## src/rtl/pulse_cell_pkg.sv

```systemverilog
// Shared definitions for the clocked pulse-cell models (merge and distribute sides).
package pulse_cell_pkg;

  // Routing mode of the distributor, sampled only when an event is accepted.
  typedef enum logic {
    MODE_BCAST = 1'b0,
    MODE_ALT   = 1'b1
  } mode_e;

  // Default timing shared with the merge-side models.
  localparam int DEF_DELAY   = 8;
  localparam int DEF_PULSE_W = 2;
  localparam int DEF_MIN_GAP = 5;

  // Bits needed to hold values 0..max_val (at least one bit).
  function automatic int cnt_bits(input int max_val);
    int b;
    b = $clog2(max_val + 1);
    return (b < 1) ? 1 : b;
  endfunction

endpackage

```

## src/rtl/pulse_shaper.sv

```systemverilog
// Delays a single-cycle launch strobe by DELAY cycles and stretches it to
// PULSE_W cycles. The delay line is one bit per cycle, so every launch in
// flight is tracked regardless of how many overlap inside the delay window.
module pulse_shaper
  import pulse_cell_pkg::*;
#(
  parameter int DELAY   = DEF_DELAY,
  parameter int PULSE_W = DEF_PULSE_W
) (
  input  logic clk,
  input  logic rst_n,
  input  logic launch_i,
  output logic pulse_o,
  output logic in_flight_o
);

  localparam int WW = cnt_bits(PULSE_W);

  logic [DELAY-1:0] dly_q, dly_d;
  logic [WW-1:0]    wid_q, wid_d;

  // Delay line: bit k set means a launch happened k+1 edges ago.
  always_comb begin
    dly_d    = '0;
    dly_d[0] = launch_i;
    for (int i = 1; i < DELAY; i++) begin
      dly_d[i] = dly_q[i-1];
    end
  end

  // Width generator: a strobe leaving the delay line loads the width count.
  always_comb begin
    wid_d = wid_q;
    if (dly_q[DELAY-1]) begin
      wid_d = WW'(PULSE_W);
    end else if (wid_q != '0) begin
      wid_d = wid_q - WW'(1);
    end
  end

  // State registers; reset drops the output at once and flushes the line.
  always_ff @(posedge clk or negedge rst_n) begin
    if (!rst_n) begin
      dly_q <= '0;
      wid_q <= '0;
    end else begin
      dly_q <= dly_d;
      wid_q <= wid_d;
    end
  end

  assign pulse_o     = (wid_q != '0);
  assign in_flight_o = (|dly_q) | pulse_o;

endmodule

```

## src/rtl/pulse_distributor.sv

```systemverilog
// Re-issues each accepted pulse of a merged stream on output A, B or both,
// with fixed latency and width. Edges closer than MIN_GAP to the previous
// accepted edge are dropped and counted (saturating).
module pulse_distributor
  import pulse_cell_pkg::*;
#(
  parameter int DELAY   = DEF_DELAY,
  parameter int PULSE_W = DEF_PULSE_W,
  parameter int MIN_GAP = DEF_MIN_GAP,
  parameter int CNT_W   = 16
) (
  input  logic             clk,
  input  logic             rst_n,
  input  logic             din,
  input  logic             mode,
  output logic             douta,
  output logic             doutb,
  output logic [CNT_W-1:0] drop_cnt,
  output logic             busy
);

  localparam int GW = cnt_bits(MIN_GAP);

  // Parameter sanity: pulses on one output must never merge.
  if (DELAY < 1) begin : g_bad_delay
    $error("pulse_distributor: DELAY must be >= 1");
  end
  if (PULSE_W < 1) begin : g_bad_width
    $error("pulse_distributor: PULSE_W must be >= 1");
  end
  if (MIN_GAP <= PULSE_W) begin : g_bad_gap
    $error("pulse_distributor: MIN_GAP must be greater than PULSE_W");
  end

  logic             din_q, din_prev_q;
  logic [GW-1:0]    gap_q, gap_d, gap_now;
  logic             ptr_q, ptr_d;
  logic [CNT_W-1:0] drop_q, drop_d;
  logic             event_w, accept, reject;
  logic             launch_a, launch_b;
  logic             flight_a, flight_b;
  mode_e            mode_sel;

  assign mode_sel = mode_e'(mode);
  assign event_w  = din_q & ~din_prev_q;

  // gap_now is the counter as it stands in the current cycle: the registered
  // value advanced by one, saturated. That makes edges exactly MIN_GAP apart
  // acceptable and gives one accept every MIN_GAP cycles.
  always_comb begin
    gap_now = (gap_q == GW'(MIN_GAP)) ? gap_q : gap_q + GW'(1);
    accept  = event_w && (gap_now == GW'(MIN_GAP));
    reject  = event_w && !accept;
    gap_d   = accept ? '0 : gap_now;
  end

  // Routing: broadcast launches both, alternate launches the pointed output.
  always_comb begin
    launch_a = 1'b0;
    launch_b = 1'b0;
    ptr_d    = ptr_q;
    if (accept) begin
      if (mode_sel == MODE_BCAST) begin
        launch_a = 1'b1;
        launch_b = 1'b1;
      end else begin
        launch_a = ~ptr_q;
        launch_b = ptr_q;
        ptr_d    = ~ptr_q;
      end
    end
  end

  // Drop counter saturates at all-ones.
  always_comb begin
    drop_d = drop_q;
    if (reject && (drop_q != '1)) begin
      drop_d = drop_q + CNT_W'(1);
    end
  end

  // Input sampling, gap counter, pointer and drop counter registers.
  always_ff @(posedge clk or negedge rst_n) begin
    if (!rst_n) begin
      din_q      <= 1'b0;
      din_prev_q <= 1'b0;
      gap_q      <= GW'(MIN_GAP);
      ptr_q      <= 1'b0;
      drop_q     <= '0;
    end else begin
      din_q      <= din;
      din_prev_q <= din_q;
      gap_q      <= gap_d;
      ptr_q      <= ptr_d;
      drop_q     <= drop_d;
    end
  end

  pulse_shaper #(.DELAY(DELAY), .PULSE_W(PULSE_W)) u_shaper_a (
    .clk         (clk),
    .rst_n       (rst_n),
    .launch_i    (launch_a),
    .pulse_o     (douta),
    .in_flight_o (flight_a)
  );

  pulse_shaper #(.DELAY(DELAY), .PULSE_W(PULSE_W)) u_shaper_b (
    .clk         (clk),
    .rst_n       (rst_n),
    .launch_i    (launch_b),
    .pulse_o     (doutb),
    .in_flight_o (flight_b)
  );

  assign drop_cnt = drop_q;
  assign busy     = flight_a | flight_b;

endmodule

```

## config.mk

```make
export PLATFORM = sky130hd
export DESIGN_NAME = pulse_distributor
export DESIGN_NICKNAME = d
export VERILOG_FILES = /design/src/rtl/pulse_cell_pkg.sv /design/src/rtl/pulse_shaper.sv /design/src/rtl/pulse_distributor.sv
export SDC_FILE = /design/constraint.sdc
export NUM_CORES = 1
export LEC_CHECK = 0
export ABC_AREA = 1
export ABC_CLOCK_PERIOD_IN_PS = 1980
export CAP_MARGIN = 20
export CORE_MARGIN = 2
export CORE_UTILIZATION = 40
export CTS_CLUSTER_SIZE = 30
export DETAILED_ROUTE_END_ITERATION = 12
export PLACE_DENSITY_LB_ADDON = 0.1
export SLEW_MARGIN = 20
export SYNTH_ARGS = -nofsm -noshare
export SYNTH_HDL_FRONTEND = slang
export SYNTH_SLANG_ARGS = --single-unit
```

## constraint.sdc

```tcl
create_clock -name clk -period 1.98 [get_ports clk]
set_input_delay 0.594 -clock clk [delete_from_list [all_inputs] [get_ports clk]]
set_output_delay 0.594 -clock clk [all_outputs]
set_load 0.03 [all_outputs]
```

==> results.toml, run 1 <==
[timing]
slew_viol_final = 0
tns_ps = 0
hold_violations = 0
final.min_clock_period_ps = 1980
min_period_over_period_pct = 99.9
tightest_slew_ps = 523
fin_skew_ps = 4.69
finalSetupViolations = 0
max_freq_mhz = 506
rsz0062_at_grt = "yes"
slew-limit-headroom_pct = 65.1

[floorplan]
core_um2 = 4790
dieArea_um2 = 5580
start_util_pct = 41.8
die_w_um = 74.7
row_count = 25
num_io_pins = 23
die_h_um = 74.7

[pwr]
finalPower_w = 0.00284
power_leakage_nw = 1.31
power_density_nw_per_um2 = 1130
ir_drop_mv = 0.523

[worst_setup_path]
worstSetupPathType = "reg2out"
worst_setup_path_start_kind = "register"
worstPathMaxFanout = 2
rr_startpoint = "drop_cnt[0]"
endpoint_kind = "primary output"
startpoint = "u_shaper_a.wid_q[0]"
arrival_ps = 1380
required_ps = 1390

[clock_tree]
cts_buffers = 5
cts_tree = "done"
clock_latency_ps = 300
cts_max_path_buffers = 2
htreeDepth = 2
path_clk_slew_ps = 90
cts_root_buf = "clkbuf_8"
cts_sinks = 42

[route]
viasPerCell = 4.47
drt_iter0_drc = 96
routedWlPerCell_um = 10.9
vias = 1593
drt-total-wl_um = 3890
antenna_left = 0
dr.pass1.iters = 4
drcViolationCount = 0

[hold_path]
hold_path_class = "in2async"

[final_layout]
drive_gt1_share_pct = 14.2
mostFrequentLayoutCell = "nand2_1"
diodes = 0
area_growth_pct = 25.3
nets = 297
mostFrequentLayoutCells = "nand2_1, dfrtp_1, nor2_1, inv_1, buf_4"
fillers = 488

[global_routing]
grt_max_degree = 43
grt_usage_pct = 17.1
grt_pass1_wl_um = 7200
grt_overflow_total = 0
grt_antenna_before_repair = 0
grt_pass1_vias = 1615

[synthesis]
synth_top_family_by_area = "simple AND/OR/NAND/NOR gates"
syn_area_um2 = 2000
synth-simple-area-share_pct = 32.4
ys_types = 22
ys_ff_latch = 42
syn-num-nets = 256
synth.area.mux_share_pct = 0
synth_xor_area_share_pct = 3.07
ys_seq_area_share_pct = 52.7
async_reset_ff_share_pct = 100
yosysWarnings = 0
synth_edf_count = 0
synthCells = 247
synth_compound_area_share_pct = 1.75
synth_ff_type = "dfrtp_1"
postSynthAreaPerCell_um2 = 8.09
synth_fa_ha_area_share_pct = 3.13

[placed_design]
dp_hpwl_um = 2710
gp_congestion = 0.750
io_buffers = 22

[flow_run]
drv_cap = 0

[run_status]
status = "finished, final reports clean"
[state kept, by name (all words and copies together) (netlist names)]
register	count
drop_cnt	16
u_shaper_a.dly_q	8
u_shaper_b.dly_q	8
gap_q	3
u_shaper_a.wid_q	2
u_shaper_b.wid_q	2
din_prev_q	1
din_q	1
ptr_q	1
[metrics by stage]
step	setup slack [ps]	instances	instance area, um2	util (%)	hold WS (ps)
floorplan	76.7	247	2000	-	298
global placement	-157	346	2360	49.4	357
detailed placement	-173	346	2360	49.4	360
CTS	-108	354	2440	51.0	361
global route	-97.0	356	2500	52.3	389
finish	2.06	356	2500	52.3	347
[report_power, final]
part | internal [W] | switching (W) | leakage (nW)
clock | 0.000254 | 0.000320 | 0.0447
combinational | 0.000439 | 0.000628 | 0.712
sequential | 0.00105 | 0.000146 | 0.555
total | 0.00175 | 0.00109 | 1.31
[layout make-up]
cell class,count,area [um2],share of cell area (%)
Clock inverter,3,25.0,1.00
Tap cell,67,83.8,3.35
Timing Repair Buffer,37,325,13.0
Inverter,30,113,4.50
Clock buffer,5,68.8,2.75
Multi-Input combinational cell,172,835,33.3
Sequential cell,42,1050,42.1
[final timing paths]
check,endpoint,slack [ps],cells after the start
worst max-delay path,busy,2,6
worst min-delay path,u_shaper_b.dly_q[1],350,2
worst max register to register,drop_cnt[15],260,9
worst min register to register,u_shaper_b.dly_q[4],380,0
max in group asynchronous,gap_q[2],1270,2
min in group clk,u_shaper_b.dly_q[4],380,0
[metal layers]
layer  track usage (%)  wire length (um)  up-vias
met4              7.74                89        0
met3              4.02               143        8
met1              23.3              1980      712
met5                 0                 0        -
li1                  -                 -      848
met2              26.2              1680       25
[cells in the mapped netlist (3+ instances only)]
cell type	number	share of area, %
a21oi_1	4	1.0
dfrtp_1	40	50
ha_1	5	3.1
inv_1	29	5.4
nand2_1	91	17
nand3_1	12	3.0
nand4_1	9	2.8
nor2_1	31	5.8
o21ai_0	3	0.75
xnor2_1	3	1.3
xor2_1	4	1.8
[critical path: stages, from the launching register on]
cell and delay (ps):
dfrtp_1 400, inv_2 90, ha_4 140, inv_2 40, nor4_2 120, nand4_1 130
buf_6 170
[cells by family (layout without fill, tap and decap cells)]
| group | Yosys count | count (layout) |
|---|---|---|
| compound gates | 7 | 7 |
| xor+xnor | 7 | 7 |
| fa+ha+maj | 5 | 5 |
| buf+inv | 33 | 75 |
| flops | 42 | 42 |
| simple gates | 153 | 153 |
[timing repair]
item	4_1_cts	5_1_grt
buffers inserted	0	2
hold buffers	0	0
gates resized for setup	14	10
pin swaps	0	2
endpoints found under the setup margin	10	4
(Power assumes the default switching activity.)
==> run 2, diff against run 1 <==
--- a/config.mk
+++ b/config.mk
@@ -6,12 +6,13 @@
 export NUM_CORES = 1
 export LEC_CHECK = 0
 export ABC_AREA = 1
-export ABC_CLOCK_PERIOD_IN_PS = 1980
+export ABC_CLOCK_PERIOD_IN_PS = 2000
 export CAP_MARGIN = 20
 export CORE_MARGIN = 2
-export CORE_UTILIZATION = 40
+export CORE_UTILIZATION = 50
 export CTS_CLUSTER_SIZE = 30
 export DETAILED_ROUTE_END_ITERATION = 12
+export HOLD_SLACK_MARGIN = 0.05
 export PLACE_DENSITY_LB_ADDON = 0.1
 export SLEW_MARGIN = 20
 export SYNTH_ARGS = -nofsm -noshare
==> constraint.sdc (replaced) <==
create_clock -name clk -period 2 [get_ports clk]
set_input_delay 0.6 -clock clk [delete_from_list [all_inputs] [get_ports clk]]
set_output_delay 0.6 -clock clk [all_outputs]
set_load 0.03 [all_outputs]
==> run 2 against run 1 <==
- clock-buffer cell count is 1 higher
- global-route usage up 2.5 points
- sequential power about the same
- non-clock buffer count fell by 2
- first-iteration DRC count is 11% higher
- clock power increased by 14%
- sequential cell count stayed put
- total power shrank 0.48%
- combinational power down 7%
- die area down 19%
- critical endpoint unchanged
- highest routed layer unchanged
==> results.toml, run 2 (synthesized netlist as in run 1, its figures left out) <==
[run_status]
status = "finished, final reports clean"

[route]
antenna_left = 0
drcViolationCount = 0
vias = 1617
drt-total-wl_um = 3640
drt_iter0_drc = 107
dr.pass1.iters = 4
routedWlPerCell_um = 10.9
viasPerCell = 4.83

[worst_setup_path]
arrival_ps = 1390
cp_top_family = "flip-flops"
worst_setup_path_start_kind = "register"
endpoint_kind = "primary output"
slowest_delay_ps = 380
cp_slowest_cell = "dfrtp_1"
rrSetupSlack_ps = 240
required_ps = 1400
critPathBufInv = 3
startpoint = "u_shaper_a.wid_q[0]"
rr_startpoint = "gap_q[0]"
worstPathMaxFanout = 2
crit_path_frequent_cell = "inv_1"
crit_chain = "inv_1, ha_1, inv_1, nor4_2, nand4_1, buf_4"
worstSetupPathType = "reg2out"

[floorplan]
start_util_pct = 53.4
die_h_um = 67.2
core_um2 = 3740
die_w_um = 67.2
num_io_pins = 23
dieArea_um2 = 4520
row_count = 22

[flow_run]
drv_cap = 0

[clock_tree]
cts_max_path_buffers = 2
clock_latency_ps = 290
cts_buffers = 5
cts_sinks = 42
cts_root_buf = "clkbuf_8"
cts.hold.buffers_added = 0
cts_tree = "done"
path_clk_slew_ps = 80
htreeDepth = 2

[placed_design]
dp_hpwl_um = 2700
io_buffers = 22
gp_congestion = 0.790

[timing]
rsz0062_at_grt = "yes"
hold_violations = 0
tightest_slew_ps = 507
min_period_over_period_pct = 99.3
slew_viol_final = 0
fin_skew_ps = 8.73
whs_ps = 272
max_freq_mhz = 503
final.min_clock_period_ps = 1990
slew-limit-headroom_pct = 66.2
finalSetupViolations = 0

[global_routing]
grt_use_met1_pct = 26.2
busiest_layer = "met2"
grt_pass1_vias = 1545
grt_util_met3_pct = 5.50
grt_overflow_total = 0
met2_usage_pct = 30.9
grt_antenna_before_repair = 0
grt_max_degree = 26
grt_usage_pct = 19.5
grt_pass1_wl_um = 6610

[final_layout]
final_core_util_pct = 65.2
mostFrequentLayoutCells = "nand2_1, dfrtp_1, nor2_1, inv_1, buf_4"
mostFrequentLayoutCell = "nand2_1"
nets = 295
regArea_um2 = 1050
area_growth_pct = 22.1
drive_gt1_share_pct = 11.8
multi_input_area_um2 = 812
largest_reg_flops = 16
diodes = 0
fillers = 331

[pwr]
power_density_nw_per_um2 = 1160
power_leakage_nw = 1.31
ir_drop_mv = 0.732

[hold_path]
hold_path_class = "in2async"
==> run 2: cell types whose count changed in the layout (fill, tap and decap cells not counted), moves of 2 or more <==
cell / delta
dlygate4sd2_1: +2
clkdlybuf4s50_1: -2
inv_1: +2
inv_2: -2
==> run 2: per-layer routing <==
metal,up-vias,part of all wire (%)
li1,839,-
met1,745,51
met2,29,44
met3,4,3.8
met4,0,0.99
met5,-,0
==> run 2: worst paths after layout <==
check	to	depth (start not counted)
hold / removal	gap_q[1]	1
setup / recovery	busy	6
max in group asynchronous	din_prev_q	2
hold reg to reg	u_shaper_b.dly_q[3]	0
setup reg to reg	drop_cnt[3]	8
min in group clk	u_shaper_b.dly_q[3]	0
==> run 2: repair_timing <==
| item | CTS | global route |
|---|---|---|
| setup endpoints to repair | 12 | 1 |
| resized for setup | 16 | 3 |
| setup buffers | 0 | 0 |
==> run 2: area by class of cell <==
class                   count  share of cell area (%)
clock buffers               6                    2.97
clock inverters             2                    1.54
multi-input cells         172                    33.3
inverters                  30                    4.62
flip-flops and latches     42                    43.2
well taps                  48                    2.46
repair buffers             35                    11.9
==> run 2: worst reg2reg max path, cell delays in order, from the launching register on <==
cell and delay (ps):
dfstp_2 560, ha_1 200, nand2_1 100, nand2_1 70, nand2_1 70, nand3_2 130
nand3_2 310, nand2_1 150, nand2_1 60
==> run 2: power breakdown <==
part | internal [W] | leakage, nW | total (W) | switching (W)
clock | 0.000372 | 0.0514 | 0.000653 | 0.000281
sequential | 0.00104 | 0.555 | 0.00118 | 0.000140
combinational | 0.000393 | 0.707 | 0.000991 | 0.000598
total | 0.00181 | 1.31 | 0.00283 | 0.00102
==> run 2: stage by stage <==
stage | total power [W] | setup TNS [ps] | worst slack (ps) | instance area, um2 | cells
final | 0.00283 | 0 | 13.5 | 2440 | 335
after global routing | 0.00307 | -146 | -146 | 2440 | 335
after floorplan | 0.00187 | 0 | 90.7 | 2000 | 247
after detailed placement | 0.00222 | -136 | -136 | 2340 | 327
after CTS | 0.00286 | -40.7 | -40.7 | 2430 | 335
after global placement | 0.00219 | -109 | -109 | 2340 | 327
==> run 3, diff against run 2 <==
--- a/config.mk
+++ b/config.mk
@@ -6,7 +6,6 @@
 export NUM_CORES = 1
 export LEC_CHECK = 0
 export ABC_AREA = 1
-export ABC_CLOCK_PERIOD_IN_PS = 2000
 export CAP_MARGIN = 20
 export CORE_MARGIN = 2
 export CORE_UTILIZATION = 50
==> results of run 3 <==
The final DEF is identical to that of run 2; final timing and power are the same.
